### src/rtl/router_pkg.sv
// Shared constants for the 1x3 router: byte/address widths, invalid address,
// and the router_fsm state encodings also used by the testbenches.
package router_pkg;

    localparam int unsigned DATA_WIDTH = 8;
    localparam int unsigned ADDR_WIDTH = 2;

    typedef logic [DATA_WIDTH-1:0] rbyte_t;

    localparam logic [ADDR_WIDTH-1:0] ADDR_INVALID = 2'b11;

    localparam logic [2:0] DECODE_ADDRESS     = 3'd0;
    localparam logic [2:0] LOAD_FIRST_DATA    = 3'd1;
    localparam logic [2:0] LOAD_DATA          = 3'd2;
    localparam logic [2:0] LOAD_PARITY        = 3'd3;
    localparam logic [2:0] FIFO_FULL_STATE    = 3'd4;
    localparam logic [2:0] LOAD_AFTER_FULL    = 3'd5;
    localparam logic [2:0] WAIT_TILL_EMPTY    = 3'd6;
    localparam logic [2:0] CHECK_PARITY_ERROR = 3'd7;

endpackage

### src/rtl/router_reg_if.sv
// Bundle between router_fsm/source and router_reg: byte stream, FSM state
// decodes and status returns. err_count exists only with ROUTER_REG_ERR_CNT_EN.
interface router_reg_if;
    import router_pkg::*;

    logic   pkt_valid;
    rbyte_t data_in;
    logic   fifo_full;
    logic   detect_add;
    logic   lfd_state;
    logic   ld_state;
    logic   laf_state;
    logic   full_state;
    logic   rst_int_reg;
    logic   parity_done;
    logic   low_pkt_valid;
    logic   err;
    rbyte_t dout;
`ifdef ROUTER_REG_ERR_CNT_EN
    logic [7:0] err_count;
`endif

    modport master (
`ifdef ROUTER_REG_ERR_CNT_EN
        input  err_count,
`endif
        output pkt_valid, data_in, fifo_full, detect_add, lfd_state,
               ld_state, laf_state, full_state, rst_int_reg,
        input  parity_done, low_pkt_valid, err, dout
    );

    modport slave (
`ifdef ROUTER_REG_ERR_CNT_EN
        output err_count,
`endif
        input  pkt_valid, data_in, fifo_full, detect_add, lfd_state,
               ld_state, laf_state, full_state, rst_int_reg,
        output parity_done, low_pkt_valid, err, dout
    );

endinterface

### src/rtl/router_parity_acc.sv
// Running XOR of header and payload bytes; clear beats header load beats
// payload accumulate, so the parity byte itself is never folded in.
module router_parity_acc
    import router_pkg::*;
(
    input  logic   clk,
    input  logic   resetn,
    input  logic   clear_i,
    input  logic   lfd_i,
    input  logic   acc_en_i,
    input  rbyte_t header_i,
    input  rbyte_t data_i,
    output rbyte_t parity_o
);

    rbyte_t parity_q, parity_d;

    always_comb begin
        parity_d = parity_q;
        if (clear_i) begin
            parity_d = '0;
        end else if (lfd_i) begin
            parity_d = parity_q ^ header_i;
        end else if (acc_en_i) begin
            parity_d = parity_q ^ data_i;
        end
    end

    always_ff @(posedge clk) begin
        if (!resetn) begin
            parity_q <= '0;
        end else begin
            parity_q <= parity_d;
        end
    end

    assign parity_o = parity_q;

endmodule

### src/rtl/router_reg.sv
// Router datapath register stage: header/full/parity capture, FIFO write byte,
// parity check. Optional err_count output under ROUTER_REG_ERR_CNT_EN.
module router_reg
    import router_pkg::*;
(
    input  logic         clk,
    input  logic         resetn,
    router_reg_if.slave  bus
);

    rbyte_t header_q, header_d;
    rbyte_t full_byte_q, full_byte_d;
    rbyte_t dout_q, dout_d;
    rbyte_t pkt_parity_q, pkt_parity_d;
    rbyte_t int_parity;
    logic   low_pkt_valid_q, low_pkt_valid_d;
    logic   parity_done_q, parity_done_d;
    logic   err_q, err_d;

    router_parity_acc u_parity_acc (
        .clk      (clk),
        .resetn   (resetn),
        .clear_i  (bus.detect_add),
        .lfd_i    (bus.lfd_state),
        .acc_en_i (bus.ld_state && bus.pkt_valid && !bus.full_state),
        .header_i (header_q),
        .data_i   (bus.data_in),
        .parity_o (int_parity)
    );

    always_comb begin
        header_d        = header_q;
        full_byte_d     = full_byte_q;
        dout_d          = dout_q;
        pkt_parity_d    = pkt_parity_q;
        low_pkt_valid_d = low_pkt_valid_q;
        parity_done_d   = parity_done_q;
        err_d           = err_q;

        if (bus.detect_add && bus.pkt_valid &&
            bus.data_in[ADDR_WIDTH-1:0] != ADDR_INVALID) begin
            header_d = bus.data_in;
        end
        if (bus.ld_state && bus.fifo_full) begin
            full_byte_d = bus.data_in;
        end

        if (bus.lfd_state) begin
            dout_d = header_q;
        end else if (bus.ld_state && !bus.fifo_full) begin
            dout_d = bus.data_in;
        end else if (bus.laf_state) begin
            dout_d = full_byte_q;
        end

        if (bus.detect_add) begin
            pkt_parity_d = '0;
        end else if (bus.ld_state && !bus.pkt_valid) begin
            pkt_parity_d = bus.data_in;
        end

        if (bus.rst_int_reg) begin
            low_pkt_valid_d = 1'b0;
        end else if (bus.ld_state && !bus.pkt_valid) begin
            low_pkt_valid_d = 1'b1;
        end

        // Second term completes a packet whose parity byte met a full FIFO.
        if (bus.detect_add) begin
            parity_done_d = 1'b0;
        end else if ((bus.ld_state && !bus.fifo_full && !bus.pkt_valid) ||
                     (bus.laf_state && low_pkt_valid_q && !parity_done_q)) begin
            parity_done_d = 1'b1;
        end

        if (bus.detect_add) begin
            err_d = 1'b0;
        end else if (parity_done_q) begin
            err_d = (int_parity != pkt_parity_q);
        end
    end

    always_ff @(posedge clk) begin
        if (!resetn) begin
            header_q        <= '0;
            full_byte_q     <= '0;
            dout_q          <= '0;
            pkt_parity_q    <= '0;
            low_pkt_valid_q <= 1'b0;
            parity_done_q   <= 1'b0;
            err_q           <= 1'b0;
        end else begin
            header_q        <= header_d;
            full_byte_q     <= full_byte_d;
            dout_q          <= dout_d;
            pkt_parity_q    <= pkt_parity_d;
            low_pkt_valid_q <= low_pkt_valid_d;
            parity_done_q   <= parity_done_d;
            err_q           <= err_d;
        end
    end

    assign bus.dout          = dout_q;
    assign bus.parity_done   = parity_done_q;
    assign bus.low_pkt_valid = low_pkt_valid_q;
    assign bus.err           = err_q;

`ifdef ROUTER_REG_ERR_CNT_EN
    logic [7:0] err_cnt_q, err_cnt_d;

    always_comb begin
        err_cnt_d = err_cnt_q;
        if (err_d && !err_q && err_cnt_q != 8'hFF) begin
            err_cnt_d = err_cnt_q + 8'd1;
        end
    end

    always_ff @(posedge clk) begin
        if (!resetn) begin
            err_cnt_q <= '0;
        end else begin
            err_cnt_q <= err_cnt_d;
        end
    end

    assign bus.err_count = err_cnt_q;
`endif

endmodule

### src/flat_wrapper.sv
// flat-port wrapper written by rule: the top's interface ports become plain ports
module router_reg_flat import router_pkg::*;
  (clk, resetn, bus_pkt_valid, bus_data_in, bus_fifo_full, bus_detect_add, bus_lfd_state, bus_ld_state, bus_laf_state, bus_full_state, bus_rst_int_reg, bus_parity_done, bus_low_pkt_valid, bus_err, bus_dout);
  router_reg_if bus_i ();
  input  logic clk;
  input  logic resetn;
  input wire logic [$bits(bus_i.pkt_valid)-1:0] bus_pkt_valid;
  input wire logic [$bits(bus_i.data_in)-1:0] bus_data_in;
  input wire logic [$bits(bus_i.fifo_full)-1:0] bus_fifo_full;
  input wire logic [$bits(bus_i.detect_add)-1:0] bus_detect_add;
  input wire logic [$bits(bus_i.lfd_state)-1:0] bus_lfd_state;
  input wire logic [$bits(bus_i.ld_state)-1:0] bus_ld_state;
  input wire logic [$bits(bus_i.laf_state)-1:0] bus_laf_state;
  input wire logic [$bits(bus_i.full_state)-1:0] bus_full_state;
  input wire logic [$bits(bus_i.rst_int_reg)-1:0] bus_rst_int_reg;
  output wire logic [$bits(bus_i.parity_done)-1:0] bus_parity_done;
  output wire logic [$bits(bus_i.low_pkt_valid)-1:0] bus_low_pkt_valid;
  output wire logic [$bits(bus_i.err)-1:0] bus_err;
  output wire logic [$bits(bus_i.dout)-1:0] bus_dout;
  assign bus_i.pkt_valid = bus_pkt_valid;
  assign bus_i.data_in = bus_data_in;
  assign bus_i.fifo_full = bus_fifo_full;
  assign bus_i.detect_add = bus_detect_add;
  assign bus_i.lfd_state = bus_lfd_state;
  assign bus_i.ld_state = bus_ld_state;
  assign bus_i.laf_state = bus_laf_state;
  assign bus_i.full_state = bus_full_state;
  assign bus_i.rst_int_reg = bus_rst_int_reg;
  assign bus_parity_done = bus_i.parity_done;
  assign bus_low_pkt_valid = bus_i.low_pkt_valid;
  assign bus_err = bus_i.err;
  assign bus_dout = bus_i.dout;
  router_reg u_core (.clk(clk), .resetn(resetn), .bus(bus_i));
endmodule
### config.mk
export PLATFORM = sky130hd
export DESIGN_NAME = router_reg_flat
export DESIGN_NICKNAME = d
export VERILOG_FILES = /design/src/rtl/router_pkg.sv /design/src/rtl/router_reg_if.sv /design/src/rtl/router_parity_acc.sv /design/src/rtl/router_reg.sv /design/src/flat_wrapper.sv
export SDC_FILE = /design/constraint.sdc
export NUM_CORES = 1
export LEC_CHECK = 0
export CORE_ASPECT_RATIO = 1.75
export CORE_MARGIN = 1.5
export CORE_UTILIZATION = 30
export CTS_BUF_LIST = sky130_fd_sc_hd__clkbuf_8 sky130_fd_sc_hd__clkbuf_16
export DETAILED_ROUTE_END_ITERATION = 7
export GPL_TIMING_DRIVEN = 0
export SKIP_CTS_REPAIR_TIMING = 1
export SYNTH_ARGS = -nofsm -noshare
export SYNTH_HDL_FRONTEND = slang
export SYNTH_HIERARCHICAL = 1
export SYNTH_SLANG_ARGS = --single-unit
### constraint.sdc
create_clock -name clk -period 2.42 [get_ports clk]
set_clock_uncertainty 0.1 [all_clocks]
set_input_delay 0.363 -clock clk [delete_from_list [all_inputs] [get_ports clk]]
set_output_delay 0.363 -clock clk [all_outputs]
set_load 0.01 [all_outputs]
# Word level (Yosys, flattened, before mapping)
# Cells that the tools add are included.
[word_totals] ff_bits=43 out_inout_bits=11
[classes] eq_ne=2 muxes=5 bitwise_logic=3 n_reduce_logical=19
[ops] op="8-bit 2-to-1 mux" n=5
[ops] op="8-bit bitwise XOR" n=2
[ops] op="1-bit logical AND" n=10
[ops] op="8-bit != test" n=1
[ops] op="1-bit zero test" n=4
[ops] op="2-bit OR reduction" n=2
[ops] op="3-bit nonzero test" n=1
[ops] op="2-bit != test (second input constant)" n=1
[ops] op="2-bit nonzero test" n=1
[ops] op="1-bit logical OR" n=1
[ops] op="1-bit inverter" n=1

# Depth between registers and ports, before layout
# Gate-level depths: netlist of run 1.
[depth] depth_word=4 mapped_depth=8 depth_no_buf=5

# Cells and area by module
# The synthesis of run 1 kept the hierarchy.
[modules_own_cells] module="router_reg" n_inst=1 cells_each=187 area_each_um2=1660.3 seq_area_each_um2=700.7
[modules_own_cells] module="router_parity_acc" n_inst=1 cells_each=60 area_each_um2=511.7 seq_area_each_um2=160.2

# Worst setup path after synthesis of run 1
# No wires, ideal clock.
[synth_path] kind="input port to flip-flop" startpoint="input port bus_ld_state" endpoint="register u_core.u_parity_acc.parity_q[2], in the netlist u_core/u_parity_acc/parity_o[2]" setup_time_ns=0.132 arrival_ns=1.300 required_ns=2.188 setup_slack_ns=0.888 cell_stages=8 n_path_buf=3 path_cell_list="buf_2 > buf_2 > nand2_1 > nor2_1 > buf_6 > nand3b_1 > a21oi_1 > nor3b_2"
[synth_via] elab_chain_len=3
[synth_lines] item="start: declaration" line="flat_wrapper.sv:12" text="input wire logic [$bits(bus_i.ld_state)-1:0] bus_ld_state;"
[synth_lines] item="1-bit logical AND (2 in series)" line="router_reg.sv:25" text=".acc_en_i (bus.ld_state && bus.pkt_valid && !bus.full_state),"
[synth_lines] item="2-bit nonzero test (no line)"
[synth_lines] item="end signal: assignment" line="router_parity_acc.sv:33" text="parity_q <= parity_d;"
[synth_lines] item="end: declaration" line="router_parity_acc.sv:16" text="rbyte_t parity_q, parity_d;"
# Every way passes these cells.
# A chain may end at the register's enable or synchronous reset.

# Final worst setup path of run 1
[layout_path] startpoint="input port bus_ld_state" endpoint="register u_core.u_parity_acc.parity_q[7], in the netlist u_core/u_parity_acc/parity_o[7]"
# The elaborated chain is that of the path after synthesis.

==> summary.md, run 1 <==
| Metric | Value |
|---|---|
| Largest net degree at the start of global routing | 16 |
| Xor and xnor fraction of the mapped netlist area | 3.23% |
| CTS tree | yes |
| Top cell by count, worst path | buf_2 |
| Fmax | 471 MHz |
| Synth Instances | 247 |
| Detailed-route DRC error count | 0 |
| Clock-pin slew on the worst setup and hold paths | 0.06 ns |
| Layout cells sized above 1 | 11.3% |
| Critical Path Stages | 9 |
| # fillers | 710 |
| Gr ovfl total | 0 |
| Routed Antenna Nets | 0 |
| Final wirelength | 5610 µm |
| CP Class | input pin to register |
| Die height | 116 µm |
| Row cnt | 40 |
| Latest clock arrival within the worst-skew pair | 0.28 ns |
| Pre-CTS setup slack | 0.0224 ns |
| Yosys reg bits | 43 |
| Multiplexer area fraction after synthesis | 0% |
| Vias in the first global route | 1892 |
| Critical Path, Cell by Cell | clkdlybuf4s50_1 > buf_2 > buf_2 > nand2_1 > nor2_1 > buf_6 > nand3b_1 > a21oi_1 > nor3b_2 |
| Starting DRC count in detailed routing | 69 |
| Adder-cell share of the synthesized area | 0% |
| Num CTS Buffers | 5 |
| Port bufs | 28 |
| RSZ-0062 raised after global routing | no |
| Count of flip-flops with a built-in enable after synthesis | 0 |
| Antenna cells | 0 |
| Pwr Density | 607 mW/mm² |
| GRT Overall Usage | 16.2% |
| Max FO, Critical Path | 10 |
| Largest cells by area after synthesis | dfxtp_1 40%, nand2_1 6.0%, a21boi_0 5.2% |
| Largest family of logic cells by synthesized area | simple AND/OR/NAND/NOR gates |
| R2r setup slk | 1.32 ns |
| CTS sink count | 43 |
| Worst path top cell family by delay | buffers and inverters |
| Post-DP Area | 0.00256 mm² |
| Setup ws final | 0.297 ns |
| Cell variety after synth | 40 |
| Sequential area share after synthesis | 39.6% |
| Initial Util | 31.2% |
| DR WL/cell | 15.3 µm |
| R2R Path Start | u_core/pkt_parity_q[6] |
| Rel. slew slack | 53.0% |
| Global-route wire length before repair | 9320 µm |
| Nets | 300 |
| Gpl congestion | 0.789 |
| Initial antenna violation count | 0 |
| Critical Path Slowest Stage Cell | clkdlybuf4s50_1 |
| CP endpoint kind | register |
| Ratio of final minimum period to clock period | 87.7% |
| Req. time, crit path | 2.46 ns |
| Leading area contributor after synthesis | dfxtp_1 |
| Vias per inst | 5.04 |
| Placeable Area | 0.00696 mm² |
| Cell Area, Synth | 0.00217 mm² |
| Outcome | finished clean |
| Via count | 1844 |
| Final Non-Filler Cells | 366 |
| H-tree levels | 2 |
| Design Area, Final | 0.00270 mm² |
| Setup crit start | bus_ld_state |
| Final critical-path required period | 2.12 ns |
| Ys Warns | 6 |
| Arrival @ worst endpoint | 2.17 ns |
| Total die area | 0.00778 mm² |
| VDD IR max | 0.243 mV |
| Post-DP HPWL | 4300 µm |
| Synth Net Count | 265 |
| Die Wd | 67.3 µm |
| Leakage | 1.01 nW |
| Fraction of registers with async set/reset | 0% |
| Main synth FF type | dfxtp_1 |
| Synth Area in Compound Gates | 19.6% |
| Slowest stage delay, CP | 0.54 ns |
| HP Class | register to register |
| Avg Inst Size Synth | 8.79 µm² |
| Max-Cap Viols | 0 |
| Io pins | 29 |
| CP endpoint | u_core/u_parity_acc/parity_o[7] |
| Worst reg2reg path depth | 3 |
| RR Endpoint | u_core/bus.err |
| Placed cells | 359 |
| CP Buf/Inv Count | 4 |
| Clock Root Buffer | clkbuf_16 |
| Simple-Gate Fraction of Synth Area | 31.6% |
| Fin. Hold Viols | 0 |
| Max clock buf depth | 2 |
| Setup Viol. Count Final | 0 |
| Synth-to-Final Area Change | 24.4% |
| Share of the synthesized area in the top cell type | 39.6% |
| Critical Path Source Type | input pin |
| Final max-slew violation count | 0 |
| Actual slew at the worst max-slew pin | 0.698 ns |
| Pre-Repair DR Iteration Count | 4 |
how the worst min path moves through the flow:
stage	from	end	slack [ns]	depth (start not counted)
after floorplan	bus_rst_int_reg	u_core/bus.low_pkt_valid	0.34	1
after global placement	u_core/full_byte_q[1]	u_core/full_byte_q[1]	0.35	2
after detailed placement	u_core/pkt_parity_q[1]	u_core/pkt_parity_q[1]	0.36	2
after CTS	u_core/pkt_parity_q[1]	u_core/pkt_parity_q[1]	0.37	2
after global routing	u_core/full_byte_q[5]	u_core/full_byte_q[5]	0.38	2
final	u_core/full_byte_q[5]	u_core/full_byte_q[5]	0.36	2
layout make-up:
class                      instances  area [µm²]  share of cell area, %
buffer                            15        87.6                   3.24
clock buffer                       6         139                   5.14
clock inverter                     1        5.00                  0.185
inverter                          11        41.3                   1.53
multi-input combinational        178        1180                   43.8
sequential                        43         861                   31.9
tap                               84         105                   3.89
timing repair buffer              28         280                   10.4
metal layers:
layer	GRT usage [%]	wire [µm]
met5	0	0
met2	30.5	3150
met4	8.03	136
met3	2.23	145
met1	17.0	2170
placed cells by master, fill, tap and decap left out, drive strengths merged, types with 6 or more instances in the layout:
cell	instances
inv	11
nand2b	7
and3b	8
nand3b	8
clkdlybuf4s50	28
o21ai	8
a21oi	17
dfxtp	43
nand3	18
or3b	6
a21boi	17
buf	9
xnor2	8
nor2	6
clkbuf	12
nand2	36
nor3b	9
power by group:
part | internal [W] | switching [W]
clock | 0.000403 | 0.000264
sequential | 0.000735 | 0.0000163
combinational | 0.000109 | 0.000112
cells by family (layout without fill, tap and decap cells):
family / after synthesis / in the layout
AOI/OAI and AO/OA: 61 / 61
xor gates and xnor gates: 8 / 8
buffers and inverters: 26 / 61
DFF: 43 / 43
and+or+nand+nor: 109 / 109
sequential cells by signal (all words and copies together), names as in the netlist:
name / flops
u_core/bus.dout: 8
u_core/full_byte_q: 8
u_core/bus.low_pkt_valid: 1
u_core/bus.err: 1
u_core/header_q: 8
u_core/pkt_parity_q: 8
u_core/u_parity_acc/parity_o: 8
u_core/bus.parity_done: 1
worst register-to-register path: stages, from the launching register on:
cell     delay [ns]
dfxtp_1        0.31
xnor2_1        0.20
nand3_1        0.10
o31a_1         0.27
synth_stat cells (2+ instances only):
cell type  number
inv_1          11
nor3b_2         6
a21oi_1        16
a32o_1          5
nand3b_4        2
nand2b_1        6
or3b_1          4
nand3b_1        6
o21ai_0         8
dfxtp_1        43
or2b_1          2
nand3_1        18
buf_6           3
a211oi_1        3
nand2_1        35
or3b_2          2
nor2_1          6
nor2b_1         3
buf_2           5
clkbuf_1        4
and3b_1         8
a211o_1         5
clkbuf_2        2
nor3b_1         3
a21boi_0       15
a21boi_1        2
o32ai_1         3
nand4b_1        2
xnor2_1         8
per-stage QoR:
stage	hold slack, ns	utilization (%)	power (W)	setup TNS, ns
final	0.363	38.8	0.00164	0
after global routing	0.383	38.8	0.00172	0
after CTS	0.367	38.8	0.00166	0
after detailed placement	0.359	36.8	0.000990	0
after global placement	0.354	36.8	0.000988	-0.00396
after floorplan	0.339	-	0.000886	0
No activity file was read; power rests on OpenSTA's default activity.
==> inputs of run 2 (changes only) <==
Settings changed: CORE_MARGIN 1.5 to 2, CTS_CLUSTER_DIAMETER set to 40, SLEW_MARGIN set to 5.
==> run 2 against run 1 <==
  * Largest power group unchanged
  * Flip-flop and latch count unchanged
  * Highest routed layer unchanged
  * Final cell count up 0.82%
  * Worst setup slack better by 0.0072 ns
  * Hold slack better by 0.0030 ns
  * Die area up 2.4%
  * Routed wire length down 0.57%
==> summary.md, run 2 (same netlist as run 1, synthesis figures left out) <==
| Metric | Value |
|---|---|
| Total die area | 0.00796 mm² (was 0.00778 mm²) |
| Pwr Density | 615 mW/mm² (was 607 mW/mm²) |
| Clock-pin slew on the worst setup and hold paths | 0.06 ns (about the same) |
| Row cnt | 41 (was 40) |
| Final Total Pwr | 0.00167 W (was 0.00164 W) |
| Via count | 1865 (was 1844) |
| Fmax | 473 MHz (was 471 MHz) |
| # fillers | 721 (was 710) |
| Max FO, Critical Path | 15 (was 10) |
| Clock Root Buffer | clkbuf_16 (unchanged) |
| Max-Cap Viols | 0 (unchanged) |
| Actual slew at the worst max-slew pin | 0.681 ns (was 0.698 ns) |
| Gpl congestion | 0.809 (was 0.789) |
| Latest clock arrival within the worst-skew pair | 0.28 ns (about the same) |
| Worst path top cell family by delay | compound AO/OA/AOI/OAI gates (was buffers and inverters) |
| Port bufs | 28 (unchanged) |
| CP endpoint kind | register (unchanged) |
| CP Buf/Inv Count | 1 (was 4) |
| Final max-slew violation count | 0 (unchanged) |
| Pre-Repair DR Iteration Count | 4 (unchanged) |
| Vias in the first global route | 1830 (was 1892) |
| Global-route wire length before repair | 9050 µm (was 9320 µm) |
| HP Class | register to register (unchanged) |
| DR WL/cell | 15.1 µm (was 15.3 µm) |
| Min Hold Slack | 0.366 ns (was 0.363 ns) |
| Gr ovfl total | 0 (unchanged) |
| H-tree levels | 2 (unchanged) |
| Finished Core Util | 38.1% (was 38.8%) |
| Arrival @ worst endpoint | 2.24 ns (was 2.17 ns) |
| Post-DP HPWL | 4290 µm (was 4300 µm) |
| Max clock buf depth | 2 (unchanged) |
| Antenna cells | 0 (unchanged) |
| Critical Path Source Type | input pin (unchanged) |
| Placeable Area | 0.00713 mm² (was 0.00696 mm²) |
| Slowest stage delay, CP | 0.81 ns (was 0.54 ns) |
| Routed Antenna Nets | 0 (unchanged) |
| Setup Viol. Count Final | 0 (unchanged) |
| Critical Path Slowest Stage Cell | clkdlybuf4s50_1 (unchanged) |
| Ratio of final minimum period to clock period | 87.4% (was 87.7%) |
| Synth-to-Final Area Change | 25.1% (was 24.4%) |
| CTS sink count | 43 (unchanged) |
| Critical Path, Cell by Cell | clkdlybuf4s50_1 > nor2_1 > a21boi_0 > a32o_1 (was clkdlybuf4s50_1 > buf_2 > buf_2 > nand2_1 > nor2_1 > buf_6 > nand3b_1 > a21oi_1 > nor3b_2) |
| GRT Overall Usage | 15.6% (was 16.2%) |
| Initial Util | 30.5% (was 31.2%) |
| Vias per inst | 5.05 (was 5.04) |
| Post-DP Area | 0.00256 mm² (about the same) |
| Req. time, crit path | 2.54 ns (was 2.46 ns) |
| Initial antenna violation count | 0 (unchanged) |
| Commonest non-fill, non-tap cell in the layout | dfxtp_1 (unchanged) |
| Nets | 300 (unchanged) |
| Rel. slew slack | 54.2% (was 53.0%) |
| Leading cell types in the layout, fill and taps excluded | 43 x dfxtp_1, 35 x nand2_1, 28 x clkdlybuf4s50_1 (unchanged) |
| Design Area, Final | 0.00272 mm² (was 0.00270 mm²) |
| CP Class | input pin to register (unchanged) |
| Num CTS Buffers | 5 (unchanged) |
| Detailed-route DRC error count | 0 (unchanged) |
| Die height | 117 µm (was 116 µm) |
| Starting DRC count in detailed routing | 56 (was 69) |
| Layout cells sized above 1 | 11.3% (about the same) |
| Outcome | finished clean (unchanged) |
| Io pins | 29 (unchanged) |
| CTS tree | yes (unchanged) |
| RSZ-0062 raised after global routing | no (unchanged) |
| VDD IR max | 0.400 mV (was 0.243 mV) |
| Leakage | 1.02 nW (was 1.01 nW) |
| Die Wd | 68.3 µm (was 67.3 µm) |
| Largest net degree at the start of global routing | 16 (unchanged) |
| Fin. Hold Viols | 0 (unchanged) |
| Final critical-path required period | 2.12 ns (about the same) |
| Final wirelength | 5570 µm (was 5610 µm) |
-- run 2: cell count changes in the layout (fill, tap and decap cells not counted), sizes merged --
cell    change
clkinv      -1
clkbuf      +1
inv         +1
-- run 2: metal layers --
| layer | vias up | share of wire (%) | track usage [%] | wire length, µm |
|---|---|---|---|---|
| met4 | 0 | 3.5 | 8.00 | 197 |
| met3 | 11 | 2.5 | 2.41 | 142 |
| met2 | 37 | 55 | 28.5 | 3060 |
| li1 | 936 | - | - | - |
| met5 | - | 0 | 0 | 0 |
| met1 | 881 | 39 | 16.5 | 2170 |
-- run 2: power breakdown --
part	total [W]	internal, W	switching, W
clock network	0.000698	0.000435	0.000263
logic	0.000223	0.000109	0.000113
registers	0.000751	0.000735	0.0000161
total	0.00167	0.00128	0.000392
-- run 2: cell type report --
cell class | count | area, µm² | share of cell area (%)
clock inverter | 1 | 3.75 | 0.138
buffer | 15 | 87.6 | 3.22
multi-input combinational | 178 | 1180 | 43.5
tap | 86 | 108 | 3.96
clock buffer | 7 | 153 | 5.62
timing repair buffer | 28 | 280 | 10.3
sequential | 43 | 861 | 31.7
inverter | 11 | 41.3 | 1.52
-- run 2: worst paths after layout --
| path | start | end | slack [ns] | cells after the start |
|---|---|---|---|---|
| setup / recovery | bus_lfd_state | u_core/bus.dout[1] | 0.30 | 4 |
| hold / removal | u_core/full_byte_q[5] | u_core/full_byte_q[5] | 0.37 | 2 |
| setup reg to reg | u_core/u_parity_acc/parity_o[6] | u_core/bus.err | 1.33 | 3 |
| hold reg to reg | u_core/full_byte_q[5] | u_core/full_byte_q[5] | 0.37 | 2 |
-- run 2: tightest hold or removal path: stages (launching register included) --
cell and delay [ns]:
dfxtp_1 0.31, nand2_1 0.05, a21boi_0 0.06
-- run 2: per-stage QoR --
stage | std cells | worst slack, ns | TNS [ns]
after floorplan | 247 | 0.888 | 0
after global placement | 361 | -0.0131 | -0.0531
after detailed placement | 361 | -0.0103 | -0.0265
after CTS | 369 | 0.281 | 0
after global routing | 369 | 0.176 | 0
final | 369 | 0.304 | 0
==> inputs of run 3 (changes only) <==
Settings changed: CTS_CLUSTER_SIZE set to 24.
Clock period 2.42 ns to 1.9 ns, I/O delays scaled along.
==> run 3 against run 2 <==
  * Routed wire length is 0.36% higher
  * Die area stayed put
  * Register-to-register slack got worse by 0.52 ns
  * Worst setup slack worse by 0.15 ns
  * Critical path type unchanged
  * Highest routed layer unchanged
==> summary.md, run 3 (same netlist as run 1, synthesis figures left out) <==
| Metric | Value |
|---|---|
| Io pins | 29 (unchanged) |
| Setup ws final | 0.150 ns (was 0.304 ns) |
| Setup crit start | bus_data_in[1] (was bus_lfd_state) |
| CTS tree | yes (unchanged) |
| Global-route wire length before repair | 9050 µm (unchanged) |
| Worst reg2reg path depth | 3 (unchanged) |
| Post-DP Area | 0.00256 mm² (unchanged) |
| CP endpoint kind | register (unchanged) |
| Num CTS Buffers | 5 (unchanged) |
| Actual slew at the worst max-slew pin | 0.615 ns (was 0.681 ns) |
| VDD IR max | 0.511 mV (was 0.400 mV) |
| Clock-pin slew on the worst setup and hold paths | 0.06 ns (about the same) |
| Row cnt | 41 (unchanged) |
| GRT Overall Usage | 15.6% (unchanged) |
| CTS sink count | 43 (unchanged) |
| Max-Cap Viols | 0 (unchanged) |
| Req. time, crit path | 2.01 ns (was 2.54 ns) |
| Gpl congestion | 0.809 (unchanged) |
| Design Area, Final | 0.00273 mm² (was 0.00272 mm²) |
| Outcome | finished clean (unchanged) |
| Port bufs | 28 (unchanged) |
| Critical Path Slowest Stage Cell | clkdlybuf4s50_1 (unchanged) |
| Pre-CTS setup slack | -0.452 ns (was -0.0103 ns) |
| Leading cell types in the layout, fill and taps excluded | 43 x dfxtp_1, 35 x nand2_1, 26 x clkdlybuf4s50_1 (was 43 x dfxtp_1, 35 x nand2_1, 28 x clkdlybuf4s50_1) |
| Synth-to-Final Area Change | 25.6% (was 25.1%) |
| R2R Path Start | u_core/u_parity_acc/parity_o[6] (unchanged) |
| Clock Root Buffer | clkbuf_16 (unchanged) |
| Slowest stage delay, CP | 0.60 ns (was 0.81 ns) |
| Post-DP HPWL | 4290 µm (unchanged) |
| Detailed-route DRC error count | 0 (unchanged) |
| Max FO, Critical Path | 10 (was 15) |
| Rel. slew slack | 59.0% (was 54.2%) |
| Layout cells sized above 1 | 11.7% (was 11.3%) |
| Critical Path, Cell by Cell | clkdlybuf4s50_1 > and2_4 > clkbuf_2 > or3b_1 > a21boi_1 (was clkdlybuf4s50_1 > nor2_1 > a21boi_0 > a32o_1) |
| Final critical-path required period | 1.75 ns |
| # fillers | 725 (was 721) |
| Final Non-Filler Cells | 369 (unchanged) |
| Final wirelength | 5590 µm (was 5570 µm) |
| Commonest non-fill, non-tap cell in the layout | dfxtp_1 (unchanged) |
| Latest clock arrival within the worst-skew pair | 0.28 ns (about the same) |
| Pre-Repair DR Iteration Count | 4 (unchanged) |
| Routed Antenna Nets | 0 (unchanged) |
| Final max-slew violation count | 0 (unchanged) |
| Die Wd | 68.3 µm (unchanged) |
| Pwr Density | 781 mW/mm² (was 615 mW/mm²) |
| Nets | 300 (unchanged) |
| Sequential cell area | 861 µm² (unchanged) |
| Critical Path Source Type | input pin (unchanged) |
| Fin. Hold Viols | 0 (unchanged) |
| Antenna cells | 0 (unchanged) |
| Critical Path Stages | 5 (was 4) |
| Leakage | 1.04 nW (was 1.02 nW) |
| Min Hold Slack | 0.366 ns (about the same) |
| Starting DRC count in detailed routing | 63 (was 56) |
| RSZ-0062 raised after global routing | no (unchanged) |
| H-tree levels | 2 (unchanged) |
| Placed cells | 361 (unchanged) |
| Setup Viol. Count Final | 0 (unchanged) |
| Vias per inst | 5.12 (was 5.05) |
| HP Class | register to register (unchanged) |
| Largest net degree at the start of global routing | 16 (unchanged) |
| Initial Util | 30.5% (unchanged) |
| Initial antenna violation count | 0 (unchanged) |
| Gr ovfl total | 0 (unchanged) |
| RR Endpoint | u_core/bus.err (unchanged) |
| Fmax | 571 MHz |
| Vias in the first global route | 1830 (unchanged) |
| Placeable Area | 0.00713 mm² (unchanged) |
| Max clock buf depth | 2 (unchanged) |
| Ratio of final minimum period to clock period | 92.1% |
| CP Class | input pin to register (unchanged) |
| Hold path depth | 2 (unchanged) |
| Via count | 1890 (was 1865) |
| CP Buf/Inv Count | 2 (was 1) |
| R2r setup slk | 0.81 ns (was 1.33 ns) |
| Total die area | 0.00796 mm² (unchanged) |
| Arrival @ worst endpoint | 1.86 ns (was 2.24 ns) |
| CP endpoint | u_core/header_q[4] (was u_core/bus.dout[1]) |
| Multi-input gate area in the final layout | 0.00118 mm² (unchanged) |
| DR WL/cell | 15.2 µm (was 15.1 µm) |
| Worst path top cell family by delay | buffers and inverters (was compound AO/OA/AOI/OAI gates) |
| Die height | 117 µm (unchanged) |
[run 3: cell types whose count changed in the layout (fill, tap and decap cells not counted), sizes merged]
cell / delta
clkbuf: +1
dlymetal6s2s: +2
buf: -1
clkdlybuf4s50: -2
[run 3: final cells by class]
class	count	area share (%)
Multi-Input combinational cell	178	43.3
Sequential cell	43	31.6
Timing Repair Buffer	28	10.5
Clock buffer	7	5.60
Tap cell	86	3.94
Buffer	15	3.44
Inverter	11	1.51
Clock inverter	1	0.138
[run 3: how the worst min path moves through the flow]
| stage | from | end | slack (ns) |
|---|---|---|---|
| after CTS | u_core/pkt_parity_q[7] | u_core/pkt_parity_q[7] | 0.37 |
| final | u_core/full_byte_q[5] | u_core/full_byte_q[5] | 0.37 |
| after global placement | u_core/full_byte_q[1] | u_core/full_byte_q[1] | 0.35 |
| after global routing | u_core/pkt_parity_q[3] | u_core/pkt_parity_q[3] | 0.38 |
| after floorplan | bus_rst_int_reg | u_core/bus.low_pkt_valid | 0.26 |
| after detailed placement | u_core/pkt_parity_q[7] | u_core/pkt_parity_q[7] | 0.36 |
[run 3: worst register-to-register path, delay by kind of cell, from the launching register on]
kind / cells / cell delay [ns]
AO/OA/AOI/OAI: 1 / 0.27
flip-flops: 1 / 0.36
XOR/XNOR: 1 / 0.15
AND/OR/NAND/NOR: 1 / 0.10
[run 3: power by group]
group,internal [W],total (W),switching [W]
logic,0.000140,0.000285,0.000145
clock network,0.000554,0.000889,0.000335
registers,0.000936,0.000956,0.0000204
total,0.00163,0.00213,0.000501
[run 3: per-layer routing]
| metal | track usage, % | routed length (µm) | vias up | share of wire, % |
|---|---|---|---|---|
| li1 | - | - | 938 | - |
| met2 | 28.5 | 3080 | 43 | 55 |
| met5 | 0 | 0 | - | 0 |
| met1 | 16.5 | 2170 | 898 | 39 |
| met3 | 2.41 | 146 | 11 | 2.6 |
| met4 | 8.00 | 191 | 0 | 3.4 |
[run 3: through the flow]
step | util [%] | power, W | TNS (ns)
after floorplan | - | 0.00113 | 0
after global placement | 35.9 | 0.00126 | -7.50
after detailed placement | 35.9 | 0.00126 | -7.52
after CTS | 38.1 | 0.00216 | -1.56
after global routing | 38.3 | 0.00221 | 0
final | 38.3 | 0.00213 | 0
